### src/rtl/matrix_op_defs_pkg.sv
// Shared types for the matrix op dispatcher and its attached op units.
// Holds the status codes, opcode encoding, dispatcher states and bus widths.
package matrix_op_defs_pkg;

    localparam int MATRIX_ADDR_WIDTH = 10;
    localparam int MATRIX_DATA_WIDTH = 16;

    typedef enum logic [2:0] {
        MATRIX_OP_STATUS_SUCCESS     = 3'd0,
        MATRIX_OP_STATUS_ERR_DIM     = 3'd1,
        MATRIX_OP_STATUS_ERR_ID      = 3'd2,
        MATRIX_OP_STATUS_ERR_OP      = 3'd3,
        MATRIX_OP_STATUS_ERR_TIMEOUT = 3'd4
    } matrix_op_status_e;

    typedef enum logic [1:0] {
        MATRIX_OPCODE_ADD       = 2'd0,
        MATRIX_OPCODE_MUL       = 2'd1,
        MATRIX_OPCODE_SCALAR    = 2'd2,
        MATRIX_OPCODE_TRANSPOSE = 2'd3
    } matrix_opcode_e;

    typedef enum logic [2:0] {
        ST_IDLE,
        ST_LAUNCH,
        ST_WAIT_BUSY,
        ST_RUN,
        ST_RESP
    } dispatch_state_e;

endpackage

### src/rtl/matrix_op_port_mux.sv
// Routes the shared BRAM read port and shared matrix writer to the selected op unit.
// Everything is driven to zero when no operation is active or for unselected units.
module matrix_op_port_mux
    import matrix_op_defs_pkg::*;
#(
    parameter int N_OPS = 4
) (
    input  logic                         i_active,
    input  logic [1:0]                   i_sel,
    input  logic [MATRIX_ADDR_WIDTH-1:0] i_opReadAddr [N_OPS],
    input  logic [N_OPS-1:0]             i_opWriteRequest,
    input  logic [2:0]                   i_opMatrixId [N_OPS],
    input  logic [7:0]                   i_opActualRows [N_OPS],
    input  logic [7:0]                   i_opActualCols [N_OPS],
    input  logic [7:0][7:0]              i_opMatrixName [N_OPS],
    input  logic [MATRIX_DATA_WIDTH-1:0] i_opDataIn [N_OPS],
    input  logic [N_OPS-1:0]             i_opDataValid,
    output logic [N_OPS-1:0]             o_opWriteReady,
    output logic [N_OPS-1:0]             o_opWriterReady,
    output logic [N_OPS-1:0]             o_opWriteDone,
    output logic [MATRIX_ADDR_WIDTH-1:0] o_memReadAddr,
    output logic                         o_writeRequest,
    output logic [2:0]                   o_matrixId,
    output logic [7:0]                   o_actualRows,
    output logic [7:0]                   o_actualCols,
    output logic [7:0][7:0]              o_matrixName,
    output logic [MATRIX_DATA_WIDTH-1:0] o_dataIn,
    output logic                         o_dataValid,
    input  logic                         i_writeReady,
    input  logic                         i_writerReady,
    input  logic                         i_writeDone
);

    // Comparing against each index avoids reading past N_OPS for an out-of-range selector.
    always_comb begin
        o_memReadAddr   = '0;
        o_writeRequest  = 1'b0;
        o_matrixId      = '0;
        o_actualRows    = '0;
        o_actualCols    = '0;
        o_matrixName    = '0;
        o_dataIn        = '0;
        o_dataValid     = 1'b0;
        o_opWriteReady  = '0;
        o_opWriterReady = '0;
        o_opWriteDone   = '0;
        for (int i = 0; i < N_OPS; i++) begin
            if (i_active && (i_sel == 2'(i))) begin
                o_memReadAddr      = i_opReadAddr[i];
                o_writeRequest     = i_opWriteRequest[i];
                o_matrixId         = i_opMatrixId[i];
                o_actualRows       = i_opActualRows[i];
                o_actualCols       = i_opActualCols[i];
                o_matrixName       = i_opMatrixName[i];
                o_dataIn           = i_opDataIn[i];
                o_dataValid        = i_opDataValid[i];
                o_opWriteReady[i]  = i_writeReady;
                o_opWriterReady[i] = i_writerReady;
                o_opWriteDone[i]   = i_writeDone;
            end
        end
    end

endmodule

### src/rtl/matrix_op_dispatch.sv
// Accepts one matrix command at a time, launches the matching op unit, lends it the
// shared read/write ports while it runs, and returns its status (or a watchdog timeout).
module matrix_op_dispatch
    import matrix_op_defs_pkg::*;
#(
    parameter int N_OPS          = 4,
    parameter int TIMEOUT_CYCLES = 65535
) (
    input  logic                         clk,
    input  logic                         rst_n,
    input  logic                         cmd_valid,
    output logic                         cmd_ready,
    input  logic [1:0]                   cmd_op,
    input  logic [2:0]                   cmd_a_id,
    input  logic [2:0]                   cmd_b_id,
    output logic                         rsp_valid,
    input  logic                         rsp_ready,
    output matrix_op_status_e            rsp_status,
    output logic [1:0]                   rsp_op,
    output logic [N_OPS-1:0]             op_start,
    output logic [2:0]                   op_a_id,
    output logic [2:0]                   op_b_id,
    input  logic [N_OPS-1:0]             op_busy,
    input  matrix_op_status_e            op_status [N_OPS],
    input  logic [MATRIX_ADDR_WIDTH-1:0] op_read_addr [N_OPS],
    output logic [MATRIX_ADDR_WIDTH-1:0] mem_read_addr,
    input  logic [N_OPS-1:0]             op_write_request,
    input  logic [2:0]                   op_matrix_id [N_OPS],
    input  logic [7:0]                   op_actual_rows [N_OPS],
    input  logic [7:0]                   op_actual_cols [N_OPS],
    input  logic [7:0][7:0]              op_matrix_name [N_OPS],
    input  logic [MATRIX_DATA_WIDTH-1:0] op_data_in [N_OPS],
    input  logic [N_OPS-1:0]             op_data_valid,
    output logic [N_OPS-1:0]             op_write_ready,
    output logic [N_OPS-1:0]             op_writer_ready,
    output logic [N_OPS-1:0]             op_write_done,
    output logic                         write_request,
    output logic [2:0]                   matrix_id,
    output logic [7:0]                   actual_rows,
    output logic [7:0]                   actual_cols,
    output logic [7:0][7:0]              matrix_name,
    output logic [MATRIX_DATA_WIDTH-1:0] data_in,
    output logic                         data_valid,
    input  logic                         write_ready,
    input  logic                         writer_ready,
    input  logic                         write_done
);

    dispatch_state_e   r_state;
    dispatch_state_e   w_nextState;
    logic [1:0]        r_op;
    logic [2:0]        r_aId;
    logic [2:0]        r_bId;
    matrix_op_status_e r_rspStatus;
    logic [15:0]       r_wdCount;
    logic [15:0]       w_wdNext;
    logic              w_expired;
    logic              w_opValid;
    logic              w_selBusy;
    matrix_op_status_e w_selStatus;
    logic              w_active;

    assign w_opValid  = (int'(cmd_op) < N_OPS);
    assign w_wdNext   = r_wdCount + 16'd1;
    assign w_expired  = (w_wdNext >= 16'(TIMEOUT_CYCLES));
    assign w_active   = (r_state == ST_LAUNCH) || (r_state == ST_WAIT_BUSY) || (r_state == ST_RUN);
    assign rsp_status = r_rspStatus;
    assign rsp_op     = r_op;
    assign op_a_id    = r_aId;
    assign op_b_id    = r_bId;

    always_comb begin
        w_selBusy   = 1'b0;
        w_selStatus = MATRIX_OP_STATUS_SUCCESS;
        for (int i = 0; i < N_OPS; i++) begin
            if (r_op == 2'(i)) begin
                w_selBusy   = op_busy[i];
                w_selStatus = op_status[i];
            end
        end
    end

    always_ff @(posedge clk or negedge rst_n) begin
        if (!rst_n) r_state <= ST_IDLE;
        else        r_state <= w_nextState;
    end

    // Completion is tested before expiry so a unit finishing on the last cycle keeps its status.
    always_comb begin
        w_nextState = r_state;
        cmd_ready   = 1'b0;
        rsp_valid   = 1'b0;
        op_start    = '0;
        case (r_state)
            ST_IDLE: begin
                cmd_ready = 1'b1;
                if (cmd_valid) w_nextState = w_opValid ? ST_LAUNCH : ST_RESP;
            end
            ST_LAUNCH: begin
                for (int i = 0; i < N_OPS; i++) op_start[i] = (r_op == 2'(i));
                w_nextState = ST_WAIT_BUSY;
            end
            ST_WAIT_BUSY: begin
                if (w_selBusy)      w_nextState = ST_RUN;
                else if (w_expired) w_nextState = ST_RESP;
            end
            ST_RUN: begin
                if (!w_selBusy || w_expired) w_nextState = ST_RESP;
            end
            ST_RESP: begin
                rsp_valid = 1'b1;
                if (rsp_ready) w_nextState = ST_IDLE;
            end
            default: w_nextState = ST_IDLE;
        endcase
    end

    always_ff @(posedge clk or negedge rst_n) begin
        if (!rst_n) begin
            r_op        <= '0;
            r_aId       <= '0;
            r_bId       <= '0;
            r_rspStatus <= MATRIX_OP_STATUS_SUCCESS;
            r_wdCount   <= '0;
        end else begin
            case (r_state)
                ST_IDLE: begin
                    if (cmd_valid) begin
                        r_op  <= cmd_op;
                        r_aId <= cmd_a_id;
                        r_bId <= cmd_b_id;
                        if (!w_opValid) r_rspStatus <= MATRIX_OP_STATUS_ERR_OP;
                    end
                end
                ST_LAUNCH: r_wdCount <= '0;
                ST_WAIT_BUSY: begin
                    r_wdCount <= w_wdNext;
                    if (!w_selBusy && w_expired) r_rspStatus <= MATRIX_OP_STATUS_ERR_TIMEOUT;
                end
                ST_RUN: begin
                    r_wdCount <= w_wdNext;
                    if (!w_selBusy)     r_rspStatus <= w_selStatus;
                    else if (w_expired) r_rspStatus <= MATRIX_OP_STATUS_ERR_TIMEOUT;
                end
                default: ;
            endcase
        end
    end

    matrix_op_port_mux #(.N_OPS(N_OPS)) u_portMux (
        .i_active        (w_active),
        .i_sel           (r_op),
        .i_opReadAddr    (op_read_addr),
        .i_opWriteRequest(op_write_request),
        .i_opMatrixId    (op_matrix_id),
        .i_opActualRows  (op_actual_rows),
        .i_opActualCols  (op_actual_cols),
        .i_opMatrixName  (op_matrix_name),
        .i_opDataIn      (op_data_in),
        .i_opDataValid   (op_data_valid),
        .o_opWriteReady  (op_write_ready),
        .o_opWriterReady (op_writer_ready),
        .o_opWriteDone   (op_write_done),
        .o_memReadAddr   (mem_read_addr),
        .o_writeRequest  (write_request),
        .o_matrixId      (matrix_id),
        .o_actualRows    (actual_rows),
        .o_actualCols    (actual_cols),
        .o_matrixName    (matrix_name),
        .o_dataIn        (data_in),
        .o_dataValid     (data_valid),
        .i_writeReady    (write_ready),
        .i_writerReady   (writer_ready),
        .i_writeDone     (write_done)
    );

endmodule

### config.mk
export PLATFORM = sky130hd
export DESIGN_NAME = matrix_op_dispatch
export DESIGN_NICKNAME = d
export VERILOG_FILES = /design/src/rtl/matrix_op_defs_pkg.sv /design/src/rtl/matrix_op_port_mux.sv /design/src/rtl/matrix_op_dispatch.sv
export SDC_FILE = /design/constraint.sdc
export NUM_CORES = 1
export LEC_CHECK = 0
export ABC_AREA = 1
export CAP_MARGIN = 5
export CORE_AREA = 3 3 237 239
export CTS_BUF_LIST = sky130_fd_sc_hd__clkbuf_16
export DETAILED_ROUTE_END_ITERATION = 8
export DIE_AREA = 0 0 240 242
export PLACE_DENSITY = 0.46
export REMOVE_ABC_BUFFERS = 1
export SLEW_MARGIN = 30
export SYNTH_ARGS = -nofsm -noshare
export SYNTH_HDL_FRONTEND = slang
export SYNTH_SLANG_ARGS = --single-unit
### constraint.sdc
create_clock -name clk -period 2.2 [get_ports clk]
set_input_delay 0.44 -clock clk [delete_from_list [all_inputs] [get_ports clk]]
set_output_delay 0.44 -clock clk [all_outputs]
set_load 0.05 [all_outputs]
**Yosys cells after proc, flatten, opt, wreduce, memory -nomap -nowiden**

Index checks and enable logic that the tools add are counted.

- Bits in registers: 30
- Output and inout port bits: 140
- Input bits: 475

- Magnitude comparators: 1
- Reduce and logical (&&, ||, !) cells: 17
- Multiplexer cells: 65
- Equal/unequal tests: 13
- Add/sub/neg operators: 1

Operators by type and width:

| kind | number |
|---|---|
| 64-bit two-way mux | 4 |
| 16-bit two-way mux | 4 |
| 8-bit two-way mux | 8 |
| 3-bit two-way mux | 15 |
| 10-bit two-way mux | 4 |
| 16-bit one-hot mux with 2 select lines | 1 |
| 1-bit two-way mux | 26 |
| 16-bit by 1-bit adder with 16-bit output, second input constant | 1 |
| 16-bit >= comparator, second input constant | 1 |
| 3-bit one-hot mux with 5 select lines | 1 |
| 3-bit by 2-bit == test with 1-bit output, second input constant | 2 |
| 3-bit != test, second input constant | 2 |
| 3-bit one-hot mux with 2 select lines | 1 |
| 1-bit logical AND | 5 |
| 2-bit == test, second input constant | 2 |
| 4-bit two-way mux | 1 |
| 2-bit by 1-bit != test with 1-bit output, second input constant | 2 |
| 2-bit != test, second input constant | 2 |
| 4-bit AND reduction | 1 |
| 2-bit nonzero test | 2 |
| 3-bit by 1-bit == test with 1-bit output, second input constant | 1 |
| 3-bit == test, second input constant | 1 |
| 3-bit zero test | 1 |
| 1-bit logical OR | 3 |
| 6 further kinds | 6 |

**Logic depth before layout (Yosys ltp)**

- Word-level depth: 9
- Gate-level depth with buffers: 14
- Depth with buffers taken out: 14

**Modules after synthesis**

From an unflattened synthesis, not the netlist that was laid out.

- Cells, all modules: 957
- Area, all modules: 5740.5 um2

By module, submodules not included:

| module | seq. area each (um2) | area each (um2) | cells each | instances |
|---|---|---|---|---|
| matrix_op_port_mux | 0.0 | 3876.2 | 697 | 1 |
| matrix_op_dispatch | 750.7 | 1864.3 | 260 | 1 |

**Least setup slack after synthesis**

No wires, ideal clock.

- Path type: register -> output
- Start point: register r_op[0], in the netlist rsp_op[0]
- End point: output op_write_done[3]
- Stages on the path, launching flop included: 7
- Required time: 1.760 ns
- Slack: -0.456 ns
- Path buffers: 2
- Data arrival time: 2.216 ns
- Cell sequence: dfrtp_1 nand2_1 nor2_2 buf_2 buf_2 inv_1 nor2_1

- Longest elaborated chain between the ends: 3

Ends and longest elaborated chain:

| item | RTL line | text |
|---|---|---|
| start, declared | matrix_op_dispatch.sv:51 | `logic [1:0] r_op;` |
| start signal, assigned | matrix_op_dispatch.sv:129 | `r_op <= cmd_op;` |
| 2-bit == test | matrix_op_port_mux.sv:48 | `if (i_active && (i_sel == 2'(i))) begin` |
| 1-bit logical AND | matrix_op_port_mux.sv:48 |  |
| 1-bit two-way mux | matrix_op_port_mux.sv:48 |  |
| end, declared | matrix_op_dispatch.sv:36 | `output logic [N_OPS-1:0] op_write_done,` |

Every way passes these cells.

==> results by group <==
Run status
  • Status: complete, but fails checks
  • Failing checks: setup timing

STA
  • Period utilization: 112.3%
  • Final Hold Fails: 0
  • Final setup fails: 123
  • Slew @ Worst Pin: 558.9 ps
  • Final WS setup: -270.3 ps
  • Final Skew: 5.681 ps
  • RSZ-0062 raised after global routing: true
  • Min Tclk post-route: 2470 ps
  • Rel. slew slack: 62.62%
  • Slew Viols, Final: 0
  • Max Freq: 404.8 MHz

Floorplanning
  • Rows: 85
  • Die Wd: 240 um
  • Top Ports: 615
  • Die area: 58080 um^2
  • Initial core utilization: 8.476%
  • Die H: 242 um
  • Total core area: 54030 um^2

Global routing
  • GRT Overall Usage: 15.52%
  • Vias in the first global route: 9150
  • Largest net degree at the start of global routing: 55
  • First-pass GRT wire length: 65360 um
  • GRT Residual Overflow: 0
  • Initial antenna violation count: 26

Route
  • DR pass1 iterations: 5
  • Via density per instance: 4.003
  • Drt wl/cell: 22.83 um
  • DR vias: 9110
  • Post-route ant nets: 0
  • DRT iter0 DRCs: 451
  • Routed wire length: 51960 um
  • DRC Markers: 0

Placed design
  • Port buffer count: 614
  • DP Wirelength: 38330 um
  • Placement Cell Area: 13240 um^2
  • Dpl cells: 2205
  • GP Congestion: 0.9196
  • Pre-CTS setup slack: -79.68 ps

Power and ir drop
  • Sequential share of power: 3.3%
  • P_int: 12.03 mW
  • Sw frac: 53.23%
  • Max IR drop VDD: 851.8 uV
  • LEAKAGE: 6.236 nW
  • Part of the power in the clock network: 3.1%
  • Total power: 25.73 mW
  • Pwr dens: 1670 nW/um^2
  • Logic pwr share: 93.6%
  • Psw: 13.70 mW

Yosys
  • XOR/XNOR Fraction of Synth Area: 0%
  • Synth warnings: 0
  • Sequential-to-total area share from yosys stat: 16.39%
  • Post-Syn Area per Cell: 5.180 um^2
  • Main combinational cell family by area after synthesis: simple AND/OR/NAND/NOR gates
  • Simple-gate share of the synthesized area: 69.23%
  • Mux share of post-synthesis cell area: 1.475%
  • Mapped Cells: 884
  • Synth Area in Compound Gates: 3.907%
  • Synthesized area: 4579 um^2
  • Cell variety after synth: 29
  • Number of synthesized register bits: 30
  • Synth Area in Adders: 0.5464%

Clocking
  • Htree depth: 2
  • Bufs on Longest Clock Path: 2
  • TritonCTS clock tree: yes
  • Clock sink count: 30
  • CTS Buf Count: 5
  • Root Buffer: clkbuf_16
  • Clock-pin slew on the worst setup and hold paths: 60 ps
  • Clock Latency Late Sink: 280 ps

Layout
  • Post-route insts no fill: 2276
  • Commonest non-fill, non-tap cell in the layout: clkdlybuf4s50_1
  • Commonest non-fill, non-tap cells in the layout: 485 x clkdlybuf4s50_1, 356 x nand2_1, 143 x buf_12
  • Finished Cell Area: 15400 um^2
  • Share of post-route cells with drive strength above 1: 29.66%
  • Area growth, synth to finish: 236.4%
  • Fin nets: 2047

Setup path
  • Reg2Reg Setup Slack: 190 ps
  • Worst endpoint required time: 1760 ps
  • Critical path class: reg2out
  • Crit path from: r_state[1]$_DFFE_PN0P_
  • Largest fanout on the critical path: 7
  • Arrival time at the worst endpoint: 2030 ps
  • Worst Setup Start Kind: flip-flop
  • R2R Path Start: r_wdCount[1]$_DFFE_PN0P_
  • CP Capture Type: output port

Worst hold path
  • Hold_sp: rsp_status[0]$_DFFE_PN0P_
  • HP Class: reg2reg

Job
  • Number of max-cap violations: 0
==> cells by family after synthesis <==
kind of cell    Yosys count
flops                    30
buf+inv                  89
fa+ha+maj                 2
simple gates            727
compound gates           30
mux                       6
==> final timing paths <==
check / end / cells past startpoint
worst max-delay path: matrix_name[58] / 10
worst max register to register: rsp_status[1]$_DFFE_PN0P_ / 12
worst min-delay path: rsp_status[0]$_DFFE_PN0P_ / 2
min in group asynchronous: op_a_id[0]$_DFFE_PN0P_ / 2
max in group asynchronous: rsp_op[0]$_DFFE_PN0P_ / 2
worst min register to register: rsp_status[0]$_DFFE_PN0P_ / 2
==> sequential cells by signal, summed over array words and instances (netlist names) <==
signal and count:
rsp_status 3, rsp_op 2, r_wdCount 16, op_a_id 3, r_state 3, op_b_id 3
==> power groups by stage <==
stage	registers (mW)	clock network [mW]	logic (mW)
floorplan	1.19	0	9.07
detailed placement	0.843	0	20.9
global placement	0.843	0	20.9
CTS	0.838	0.813	22.6
global route	0.860	0.848	25.0
finish	0.840	0.795	24.1
==> worst max-delay path: stages, from the launching register on <==
cell and delay, ps:
dfrtp_1 370, nor2_2 60, nor2_2 160, inv_4 90, nor2_4 160, buf_8 170
buf_12 170, buf_8 150, nand2_1 50, nand4_1 160, buf_12 160
==> repair_timing <==
item | 4_1_cts | 5_1_grt
setup endpoints to repair | 123 | 126
resized for setup | 132 | 191
setup buffers | 18 | 7
pin swaps | 68 | 70
cloned | 13 | 18
hold buffers | 0 | 0
==> layer usage <==
metal | global-route usage (%) | share of wire (%) | vias up
li1 | - | - | 4303
met1 | 17.68 | 38 | 4222
met2 | 27.63 | 49 | 500
met3 | 5.806 | 9.9 | 67
met4 | 2.988 | 2.4 | 18
met5 | 0 | 0.22 | -
==> cell type report <==
class / instances / area [um^2]
Antenna cell: 9 / 22.52
Clock buffer: 5 / 125.1
Clock inverter: 3 / 40.04
Fill cell: 5805 / 38620
Inverter: 40 / 165.2
Multi-Input combinational cell: 765 / 4170
Sequential cell: 30 / 752.0
Tap cell: 696 / 870.8
Timing Repair Buffer: 728 / 9259
==> Yosys cell counts (all sizes together) <==
library cell | instances | share of area, %
o211ai | 1 | 0.16
inv | 40 | 3.3
a21oi | 3 | 0.33
a22o | 1 | 0.19
nor2 | 53 | 5.5
or2 | 1 | 0.14
nand2 | 521 | 43
nand3 | 30 | 3.8
clkbuf | 13 | 1.1
o22ai | 6 | 0.82
o21bai | 1 | 0.16
dfrtp | 30 | 16
o21ai | 15 | 1.7
nor3 | 3 | 0.33
and2 | 1 | 0.14
a32o | 1 | 0.22
o31ai | 1 | 0.16
a31oi | 1 | 0.14
mux2 | 6 | 1.5
nand4 | 118 | 16
buf | 36 | 4.1
ha | 2 | 0.55
==> through the flow <==
| step | TNS (ps) | utilization [%] | hold slack [ps] |
|---|---|---|---|
| 3_3_place_gp | -36.05 | 24.50 | 458.1 |
| 3_5_place_dp | -190.6 | 24.50 | 462.0 |
| 2_1_floorplan | -385150 | - | 144.4 |
| 4_1_cts | -21860 | 26.45 | 476.3 |
| 5_1_grt | -34270 | 28.47 | 501.4 |
| 6_report | -22120 | 28.51 | 470.4 |
Note: power is estimated with default switching activity, not from simulation.
